===== src/rtl/la_wb_pkg.sv =====
// Shared types and constants for the logic-analyzer Wishbone initiator.
package la_wb_pkg;
  typedef enum logic [1:0] {IDLE, BUS, RESP} state_t;

  localparam int DEF_AW      = 32;
  localparam int DEF_DW      = 32;
  localparam int DEF_TIMEOUT = 255;

  // Data returned with writes and with timeout aborts
  localparam int unsigned RSP_ERR_DATA = 0;
endpackage


===== src/rtl/la_wb_master_if.sv =====
// Command/response stream and Wishbone master bus of la_wb_master.
interface la_wb_master_if #(
  parameter int AW = 32,
  parameter int DW = 32
);
  localparam int SW = DW / 8;

  logic          cmd_valid_i, cmd_ready_o, cmd_we_i;
  logic [AW-1:0] cmd_adr_i;
  logic [DW-1:0] cmd_dat_i;
  logic [SW-1:0] cmd_sel_i;
  logic          rsp_valid_o, rsp_ready_i, rsp_err_o;
  logic [DW-1:0] rsp_dat_o;
  logic          wbm_cyc_o, wbm_stb_o, wbm_we_o, wbm_ack_i;
  logic [SW-1:0] wbm_sel_o;
  logic [AW-1:0] wbm_adr_o;
  logic [DW-1:0] wbm_dat_o, wbm_dat_i;

  modport master (
    input  cmd_valid_i, cmd_we_i, cmd_adr_i, cmd_dat_i, cmd_sel_i,
           rsp_ready_i, wbm_ack_i, wbm_dat_i,
    output cmd_ready_o, rsp_valid_o, rsp_dat_o, rsp_err_o,
           wbm_cyc_o, wbm_stb_o, wbm_we_o, wbm_sel_o, wbm_adr_o, wbm_dat_o
  );

  modport slave (
    output cmd_valid_i, cmd_we_i, cmd_adr_i, cmd_dat_i, cmd_sel_i,
           rsp_ready_i, wbm_ack_i, wbm_dat_i,
    input  cmd_ready_o, rsp_valid_o, rsp_dat_o, rsp_err_o,
           wbm_cyc_o, wbm_stb_o, wbm_we_o, wbm_sel_o, wbm_adr_o, wbm_dat_o
  );
endinterface


===== src/rtl/la_wb_timeout.sv =====
// Saturating bus-wait counter; expired flags the last allowed strobe cycle.
module la_wb_timeout #(
  parameter int TIMEOUT = 255
) (
  input  logic clk,
  input  logic rst_n,
  input  logic clr,
  input  logic en,
  output logic expired
);
  localparam int CW = (TIMEOUT < 1) ? 1 : $clog2(TIMEOUT + 1);

  logic [CW-1:0] cnt_q;

  always_ff @(posedge clk or negedge rst_n) begin
    if (!rst_n)                        cnt_q <= '0;
    else if (clr)                      cnt_q <= '0;
    else if (en && cnt_q != {CW{1'b1}}) cnt_q <= cnt_q + 1'b1;
  end

  generate
    if (TIMEOUT == 0) begin : g_off
      assign expired = 1'b0;
    end else begin : g_on
      assign expired = (cnt_q == CW'(TIMEOUT - 1));
    end
  endgenerate
endmodule


===== src/rtl/la_wb_master.sv =====
// Wishbone classic single-transfer initiator driven by a valid/ready command
// stream; one response per command, with timeout abort on a silent slave.
module la_wb_master
  import la_wb_pkg::*;
#(
  parameter int AW      = DEF_AW,
  parameter int DW      = DEF_DW,
  parameter int TIMEOUT = DEF_TIMEOUT
) (
  input  logic                  wb_clk_i,
  input  logic                  wb_rst_ni,
  la_wb_master_if.master        bus,
  output logic                  busy_o
);
  localparam int SW = DW / 8;

  state_t        state_q, state_d;
  logic          accept, done_ack, done_to, expired;
  logic          we_q, err_q;
  logic [SW-1:0] sel_q;
  logic [AW-1:0] adr_q;
  logic [DW-1:0] wdat_q, rdat_q;

  always_ff @(posedge wb_clk_i or negedge wb_rst_ni) begin
    if (!wb_rst_ni) state_q <= IDLE;
    else            state_q <= state_d;
  end

  always_comb begin
    state_d  = state_q;
    accept   = 1'b0;
    done_ack = 1'b0;
    done_to  = 1'b0;
    case (state_q)
      IDLE: if (bus.cmd_valid_i) begin
        accept  = 1'b1;
        state_d = BUS;
      end
      // ack beats the timeout when both land in the same cycle
      BUS: if (bus.wbm_ack_i) begin
        done_ack = 1'b1;
        state_d  = RESP;
      end else if (expired) begin
        done_to = 1'b1;
        state_d = RESP;
      end
      RESP: if (bus.rsp_ready_i) state_d = IDLE;
      default: state_d = IDLE;
    endcase
  end

  la_wb_timeout #(.TIMEOUT(TIMEOUT)) u_timeout (
    .clk     (wb_clk_i),
    .rst_n   (wb_rst_ni),
    .clr     (accept),
    .en      (state_q == BUS && !bus.wbm_ack_i),
    .expired (expired)
  );

  always_ff @(posedge wb_clk_i or negedge wb_rst_ni) begin
    if (!wb_rst_ni) begin
      we_q   <= 1'b0;
      sel_q  <= '0;
      adr_q  <= '0;
      wdat_q <= '0;
      rdat_q <= '0;
      err_q  <= 1'b0;
    end else begin
      if (accept) begin
        we_q   <= bus.cmd_we_i;
        sel_q  <= bus.cmd_sel_i;
        adr_q  <= bus.cmd_adr_i;
        wdat_q <= bus.cmd_dat_i;
      end
      if (done_ack) begin
        rdat_q <= we_q ? DW'(RSP_ERR_DATA) : bus.wbm_dat_i;
        err_q  <= 1'b0;
      end else if (done_to) begin
        rdat_q <= DW'(RSP_ERR_DATA);
        err_q  <= 1'b1;
      end
    end
  end

  // Ready is masked by reset so nothing looks acceptable while reset is held
  assign bus.cmd_ready_o = (state_q == IDLE) && wb_rst_ni;
  assign bus.wbm_cyc_o   = (state_q == BUS);
  assign bus.wbm_stb_o   = (state_q == BUS);
  assign bus.wbm_we_o    = we_q;
  assign bus.wbm_sel_o   = sel_q;
  assign bus.wbm_adr_o   = adr_q;
  assign bus.wbm_dat_o   = wdat_q;
  assign bus.rsp_valid_o = (state_q == RESP);
  assign bus.rsp_dat_o   = rdat_q;
  assign bus.rsp_err_o   = err_q;
  assign busy_o          = (state_q != IDLE);
endmodule


===== src/flat_wrapper.sv =====
// flat-port wrapper written by rule: the top's interface ports become plain ports
module la_wb_master_flat import la_wb_pkg::*;
#(
  parameter int AW      = DEF_AW,
  parameter int DW      = DEF_DW,
  parameter int TIMEOUT = DEF_TIMEOUT
)
  (wb_clk_i, wb_rst_ni, busy_o, bus_cmd_valid_i, bus_cmd_we_i, bus_cmd_adr_i, bus_cmd_dat_i, bus_cmd_sel_i, bus_rsp_ready_i, bus_wbm_ack_i, bus_wbm_dat_i, bus_cmd_ready_o, bus_rsp_valid_o, bus_rsp_dat_o, bus_rsp_err_o, bus_wbm_cyc_o, bus_wbm_stb_o, bus_wbm_we_o, bus_wbm_sel_o, bus_wbm_adr_o, bus_wbm_dat_o);
  la_wb_master_if #(.AW(AW), .DW(DW)) bus_i ();
  input  logic wb_clk_i;
  input  logic wb_rst_ni;
  output logic busy_o;
  input wire logic [$bits(bus_i.cmd_valid_i)-1:0] bus_cmd_valid_i;
  input wire logic [$bits(bus_i.cmd_we_i)-1:0] bus_cmd_we_i;
  input wire logic [$bits(bus_i.cmd_adr_i)-1:0] bus_cmd_adr_i;
  input wire logic [$bits(bus_i.cmd_dat_i)-1:0] bus_cmd_dat_i;
  input wire logic [$bits(bus_i.cmd_sel_i)-1:0] bus_cmd_sel_i;
  input wire logic [$bits(bus_i.rsp_ready_i)-1:0] bus_rsp_ready_i;
  input wire logic [$bits(bus_i.wbm_ack_i)-1:0] bus_wbm_ack_i;
  input wire logic [$bits(bus_i.wbm_dat_i)-1:0] bus_wbm_dat_i;
  output wire logic [$bits(bus_i.cmd_ready_o)-1:0] bus_cmd_ready_o;
  output wire logic [$bits(bus_i.rsp_valid_o)-1:0] bus_rsp_valid_o;
  output wire logic [$bits(bus_i.rsp_dat_o)-1:0] bus_rsp_dat_o;
  output wire logic [$bits(bus_i.rsp_err_o)-1:0] bus_rsp_err_o;
  output wire logic [$bits(bus_i.wbm_cyc_o)-1:0] bus_wbm_cyc_o;
  output wire logic [$bits(bus_i.wbm_stb_o)-1:0] bus_wbm_stb_o;
  output wire logic [$bits(bus_i.wbm_we_o)-1:0] bus_wbm_we_o;
  output wire logic [$bits(bus_i.wbm_sel_o)-1:0] bus_wbm_sel_o;
  output wire logic [$bits(bus_i.wbm_adr_o)-1:0] bus_wbm_adr_o;
  output wire logic [$bits(bus_i.wbm_dat_o)-1:0] bus_wbm_dat_o;
  assign bus_i.cmd_valid_i = bus_cmd_valid_i;
  assign bus_i.cmd_we_i = bus_cmd_we_i;
  assign bus_i.cmd_adr_i = bus_cmd_adr_i;
  assign bus_i.cmd_dat_i = bus_cmd_dat_i;
  assign bus_i.cmd_sel_i = bus_cmd_sel_i;
  assign bus_i.rsp_ready_i = bus_rsp_ready_i;
  assign bus_i.wbm_ack_i = bus_wbm_ack_i;
  assign bus_i.wbm_dat_i = bus_wbm_dat_i;
  assign bus_cmd_ready_o = bus_i.cmd_ready_o;
  assign bus_rsp_valid_o = bus_i.rsp_valid_o;
  assign bus_rsp_dat_o = bus_i.rsp_dat_o;
  assign bus_rsp_err_o = bus_i.rsp_err_o;
  assign bus_wbm_cyc_o = bus_i.wbm_cyc_o;
  assign bus_wbm_stb_o = bus_i.wbm_stb_o;
  assign bus_wbm_we_o = bus_i.wbm_we_o;
  assign bus_wbm_sel_o = bus_i.wbm_sel_o;
  assign bus_wbm_adr_o = bus_i.wbm_adr_o;
  assign bus_wbm_dat_o = bus_i.wbm_dat_o;
  la_wb_master #(.AW(AW), .DW(DW), .TIMEOUT(TIMEOUT)) u_core (.wb_clk_i(wb_clk_i), .wb_rst_ni(wb_rst_ni), .bus(bus_i), .busy_o(busy_o));
endmodule

===== config.mk =====
export PLATFORM = sky130hd
export DESIGN_NAME = la_wb_master_flat
export DESIGN_NICKNAME = d
export VERILOG_FILES = /design/src/rtl/la_wb_pkg.sv /design/src/rtl/la_wb_master_if.sv /design/src/rtl/la_wb_timeout.sv /design/src/rtl/la_wb_master.sv /design/src/flat_wrapper.sv
export SDC_FILE = /design/constraint.sdc
export NUM_CORES = 1
export LEC_CHECK = 0
export BUFFER_PORTS_ARGS = -buffer_cell sky130_fd_sc_hd__buf_4
export CELL_PAD_IN_SITES_DETAIL_PLACEMENT = 0
export CELL_PAD_IN_SITES_GLOBAL_PLACEMENT = 1
export CORE_ASPECT_RATIO = 0.7
export CORE_UTILIZATION = 37
export DETAILED_ROUTE_END_ITERATION = 16
export GPL_TIMING_DRIVEN = 0
export PLACE_DENSITY = 0.86
export RECOVER_POWER = 50
export SLEW_MARGIN = 0
export SYNTH_ARGS = -nofsm -noshare
export SYNTH_HDL_FRONTEND = slang
export SYNTH_SLANG_ARGS = --single-unit

===== constraint.sdc =====
create_clock -name wb_clk_i -period 2.6 [get_ports wb_clk_i]
set_clock_uncertainty 0.05 [all_clocks]
set_input_delay 0.13 -clock wb_clk_i [delete_from_list [all_inputs] [get_ports wb_clk_i]]
set_output_delay 0.13 -clock wb_clk_i [all_outputs]
set_load 0.01 [all_outputs]

==> run summary <==
The clock slew seen by the registers of the worst setup and hold paths was 0.07 ns. For the count of antenna-violating nets left after detailed routing, the log shows 0. The tools report the overall overflow remaining after global route as 0. By area, the combinational part of the netlist is dominated by simple AND/OR/NAND/NOR gates. Measured along the x axis, the die boundary spans 135.7 um. The total wire length was 13250 um; the final worst hold slack was 0.03152 ns. The run finished with clean final reports. The run gives 0 as the number of failing hold endpoints at the final stage.

Post-synthesis share of cell area spent on and, or, nand and nor gates: 0.2085. At the end of routability-driven placement, the weighted congestion stood at 0.7802. Row generation in the floorplan step produced 33 rows.

The die is 95.56 um tall. The tightest slew margin relative to the limit was 0.6045; the data required time of the critical path was 2.42 ns. The tool flagged a number of max-cap violations equal to 0.

The end-of-flow core utilization was 0.6111. Based on the critical path, the design can be clocked at up to 517.4 MHz. The xor and xnor area share after synthesis works out to 0.003786. The area of the placeable core was 11930 um2. The later pin in the worst-skew pair is clocked with a latency of 0.34 ns. The number of I/O pins is 213, and the synthesized-area fraction occupied by ao, oa, aoi and oai cells is 0.1298. The maximum root-to-sink buffer count was 2; the average cell area after synthesis was 10.02 um2.

The maximum net fanout on the critical path was 10. The synthesized-area fraction occupied by adder cells was 0.005408. 0 antenna diodes ended up in the layout. For the total global routing track utilization, the log shows 0.2063. Total of cells resized after clock tree synthesis: 0. The logs give 0.3878 for the starting density of the core and 39 for the count of cell types in the netlist.

The share of post-route cells with drive strength above 1 works out to 0.2576. The final period demand of the worst path came out at 1.933 ns. The post-synthesis register bit count is 112, and the number of enable flip-flop cells after synthesis is 0. Largest voltage drop on the vdd net: 0.5155 mV. The first global-routing pass estimated 20760 um of wire. The number of fill cells in the layout was 1030. The tightest min-delay check is of the in2reg type.

The slew of the pin with the lowest slew margin was 0.5933 ns; the count of H-tree levels built during CTS was 3. The multiplexer share of the synthesized area was 0.006490; the area of the die was 12960 um2. Setup violations remaining at the end of the flow were counted as 0. In this run, the number of DRC markers left after iteration 0 of detailed routing was 163. The analysis attributes to cell leakage a power of 3.793 nW. The worst setup path is launched from a flop. The area overhead of the layout relative to synthesis is 57.60%, and the count of placed standard cells including taps is 831. The tools report the endpoint kind of the worst setup timing path as a primary output.

For the number of global-route vias before repair, the log shows 4335. Across the whole layout, storage elements account for 2803 um2. Prevailing post-synth register cell: sky130_fd_sc_hd__dfrtp_1. The number of nets in the synthesized netlist is 570.

The run gives 0 as the detailed-route DRC error count. The tools report the cell at the root of the clock tree as sky130_fd_sc_hd__clkbuf_16. The logs give 0 for the number of antenna violations at the first check in global routing and 0.6704 ns for the pre-CTS setup slack. The detailed router placed 4310 vias in this run. The multi-input logic area is 1638 um2, and the sum of negative setup slack is 0 ns.

The tools report the cell area after layout as 7292 um2. TritonCTS built the clock tree. The overall power consumption was 8.085 mW; the async set or reset register ratio after synthesis was 1.000. In this run the cell area of the synthesized design comes to 4627 um2. In the synthesized netlist, the number of instances is 462. The via-per-instance ratio was 4.695; the first-pass iteration count of the detailed router was 4. The number of pins with negative max-slew slack in the final report is 0. The mean routed wirelength per cell is 14.43 um, and the clock buffer count from CTS is 9. Entering global routing, the biggest net connects 114 pins.

Setup repair after global routing left no endpoint under its margin. In this run the power density over the cells is 1109 nW/um2. The HPWL reported at the end of detailed placement was 8837 um. The critical path in this run is classified as reg2out.

The net count of the finished layout was 866. Input and output buffers added on the ports amount to 212. Yosys printed 0 warnings.

Setup slack on the critical path of the routed design comes to 0.6671 ns. Sequential cell area fraction in the yosys report: 0.6057. The portion of the clock cycle consumed by the worst path in the final layout was 0.7434. Data arrives at the worst endpoint at 1.75 ns.

The logs give 112 for the total number of clock tree sinks and 6415 um2 for the cell area after placement. Excluding fillers, the count of instances in the completed layout stands at 918.
## state kept, by name, summed over array words and instances, names as in the netlist
register and flops:
u_core.bus.rsp_dat_o 32, u_core.bus.wbm_adr_o 32, u_core.bus.wbm_dat_o 32, u_core.u_timeout.cnt_q 8, u_core.bus.wbm_sel_o 4, u_core.state_q 2, u_core.bus.rsp_err_o 1, u_core.bus.wbm_we_o 1
## placed cells by master (no fill, tap or decap), types with 4 or more instances in the layout
cell type                       synthesis  final
sky130_fd_sc_hd__buf_4                  1    159
sky130_fd_sc_hd__dfrtp_1              112    112
sky130_fd_sc_hd__buf_6                  6      7
sky130_fd_sc_hd__clkbuf_1               6     60
sky130_fd_sc_hd__nand4_1                4      4
sky130_fd_sc_hd__a21o_1                32     32
sky130_fd_sc_hd__nor2_1                 4      4
sky130_fd_sc_hd__dlygate4sd3_1          0     72
sky130_fd_sc_hd__clkbuf_16              0      9
sky130_fd_sc_hd__buf_2                 11     11
sky130_fd_sc_hd__buf_1                  4      4
sky130_fd_sc_hd__a22o_1                32     32
sky130_fd_sc_hd__inv_1                  5      5
sky130_fd_sc_hd__nand2_1              212    212
## cells by family after synthesis
kind of cell / Yosys count
AO/OA/AOI/OAI: 75
multiplexers: 3
buffers and inverters: 33
adder cells (fa/ha/maj): 2
XOR/XNOR: 2
flip-flops: 112
AND/OR/NAND/NOR: 235
## synth_stat cells (2+ instances only)
library cell | number | area (um2)
sky130_fd_sc_hd__and2_1 | 3 | 18.77
sky130_fd_sc_hd__a22o_1 | 32 | 280.3
sky130_fd_sc_hd__nor2_1 | 4 | 15.01
sky130_fd_sc_hd__a21oi_1 | 2 | 10.01
sky130_fd_sc_hd__buf_1 | 4 | 15.01
sky130_fd_sc_hd__ha_1 | 2 | 25.02
sky130_fd_sc_hd__buf_6 | 6 | 67.56
sky130_fd_sc_hd__dfrtp_1 | 112 | 2803
sky130_fd_sc_hd__inv_1 | 5 | 18.77
sky130_fd_sc_hd__nand4_1 | 4 | 25.02
sky130_fd_sc_hd__a21o_1 | 32 | 240.2
sky130_fd_sc_hd__clkbuf_1 | 6 | 22.52
sky130_fd_sc_hd__buf_2 | 11 | 55.05
sky130_fd_sc_hd__mux2i_1 | 3 | 30.03
sky130_fd_sc_hd__nand2_1 | 212 | 795.8
## final timing paths
path,end,cells past startpoint,slack [ns],start
setup reg to reg,u_core.bus.wbm_dat_o[4],6,0.70,u_core.state_q[1]
hold reg to reg,u_core.bus.wbm_adr_o[2],2,0.42,u_core.bus.wbm_adr_o[2]
min in group asynchronous,u_core.bus.wbm_dat_o[22],2,0.12,wb_rst_ni
hold / removal,u_core.bus.rsp_dat_o[12],3,0.03,bus_wbm_dat_i[12]
setup / recovery,bus_wbm_stb_o,6,0.67,u_core.state_q[1]
max in group asynchronous,u_core.bus.wbm_sel_o[1],3,1.68,wb_rst_ni
## where the power goes
group          total (mW)  internal, mW  switching [mW]
Combinational        3.49          1.66            1.83
Sequential           3.07          2.54           0.530
Clock                1.53         0.930           0.598
Total                8.08          5.13            2.95
## critical path, stage by stage, from the launching register on
cell and delay, ns:
sky130_fd_sc_hd__dfrtp_1 0.41, sky130_fd_sc_hd__nand2b_1 0.12, sky130_fd_sc_hd__buf_2 0.21, sky130_fd_sc_hd__buf_2 0.26, sky130_fd_sc_hd__inv_1 0.13, sky130_fd_sc_hd__buf_4 0.15
sky130_fd_sc_hd__buf_4 0.13
## final cells by class
class,count,area share
Multi-Input combinational cell,317,0.2246
Buffer,28,0.02299
Timing Repair Buffer,285,0.2941
Clock inverter,4,0.01304
Clock buffer,10,0.03140
Inverter,5,0.002574
Sequential cell,112,0.3844
Tap cell,157,0.02694
## per-layer routing
| layer | vias up | part of all wire | wire (um) | track usage |
|---|---|---|---|---|
| li1 | 2102 | - | - | - |
| met1 | 2020 | 0.45 | 6014 | 0.2712 |
| met2 | 168 | 0.45 | 5978 | 0.3244 |
| met3 | 20 | 0.079 | 1041 | 0.06592 |
| met4 | 0 | 0.016 | 215 | 0.06367 |
| met5 | - | 0 | 0 | 0 |
## repair_timing
| action | in CTS | in global routing |
|---|---|---|
| hold endpoints to repair | 72 | 112 |
| hold buffers | 71 | 1 |
| buffers inserted | 0 | 0 |
| endpoints found under the setup margin | 0 | 0 |
Note: power is estimated with default switching activity, not from simulation.
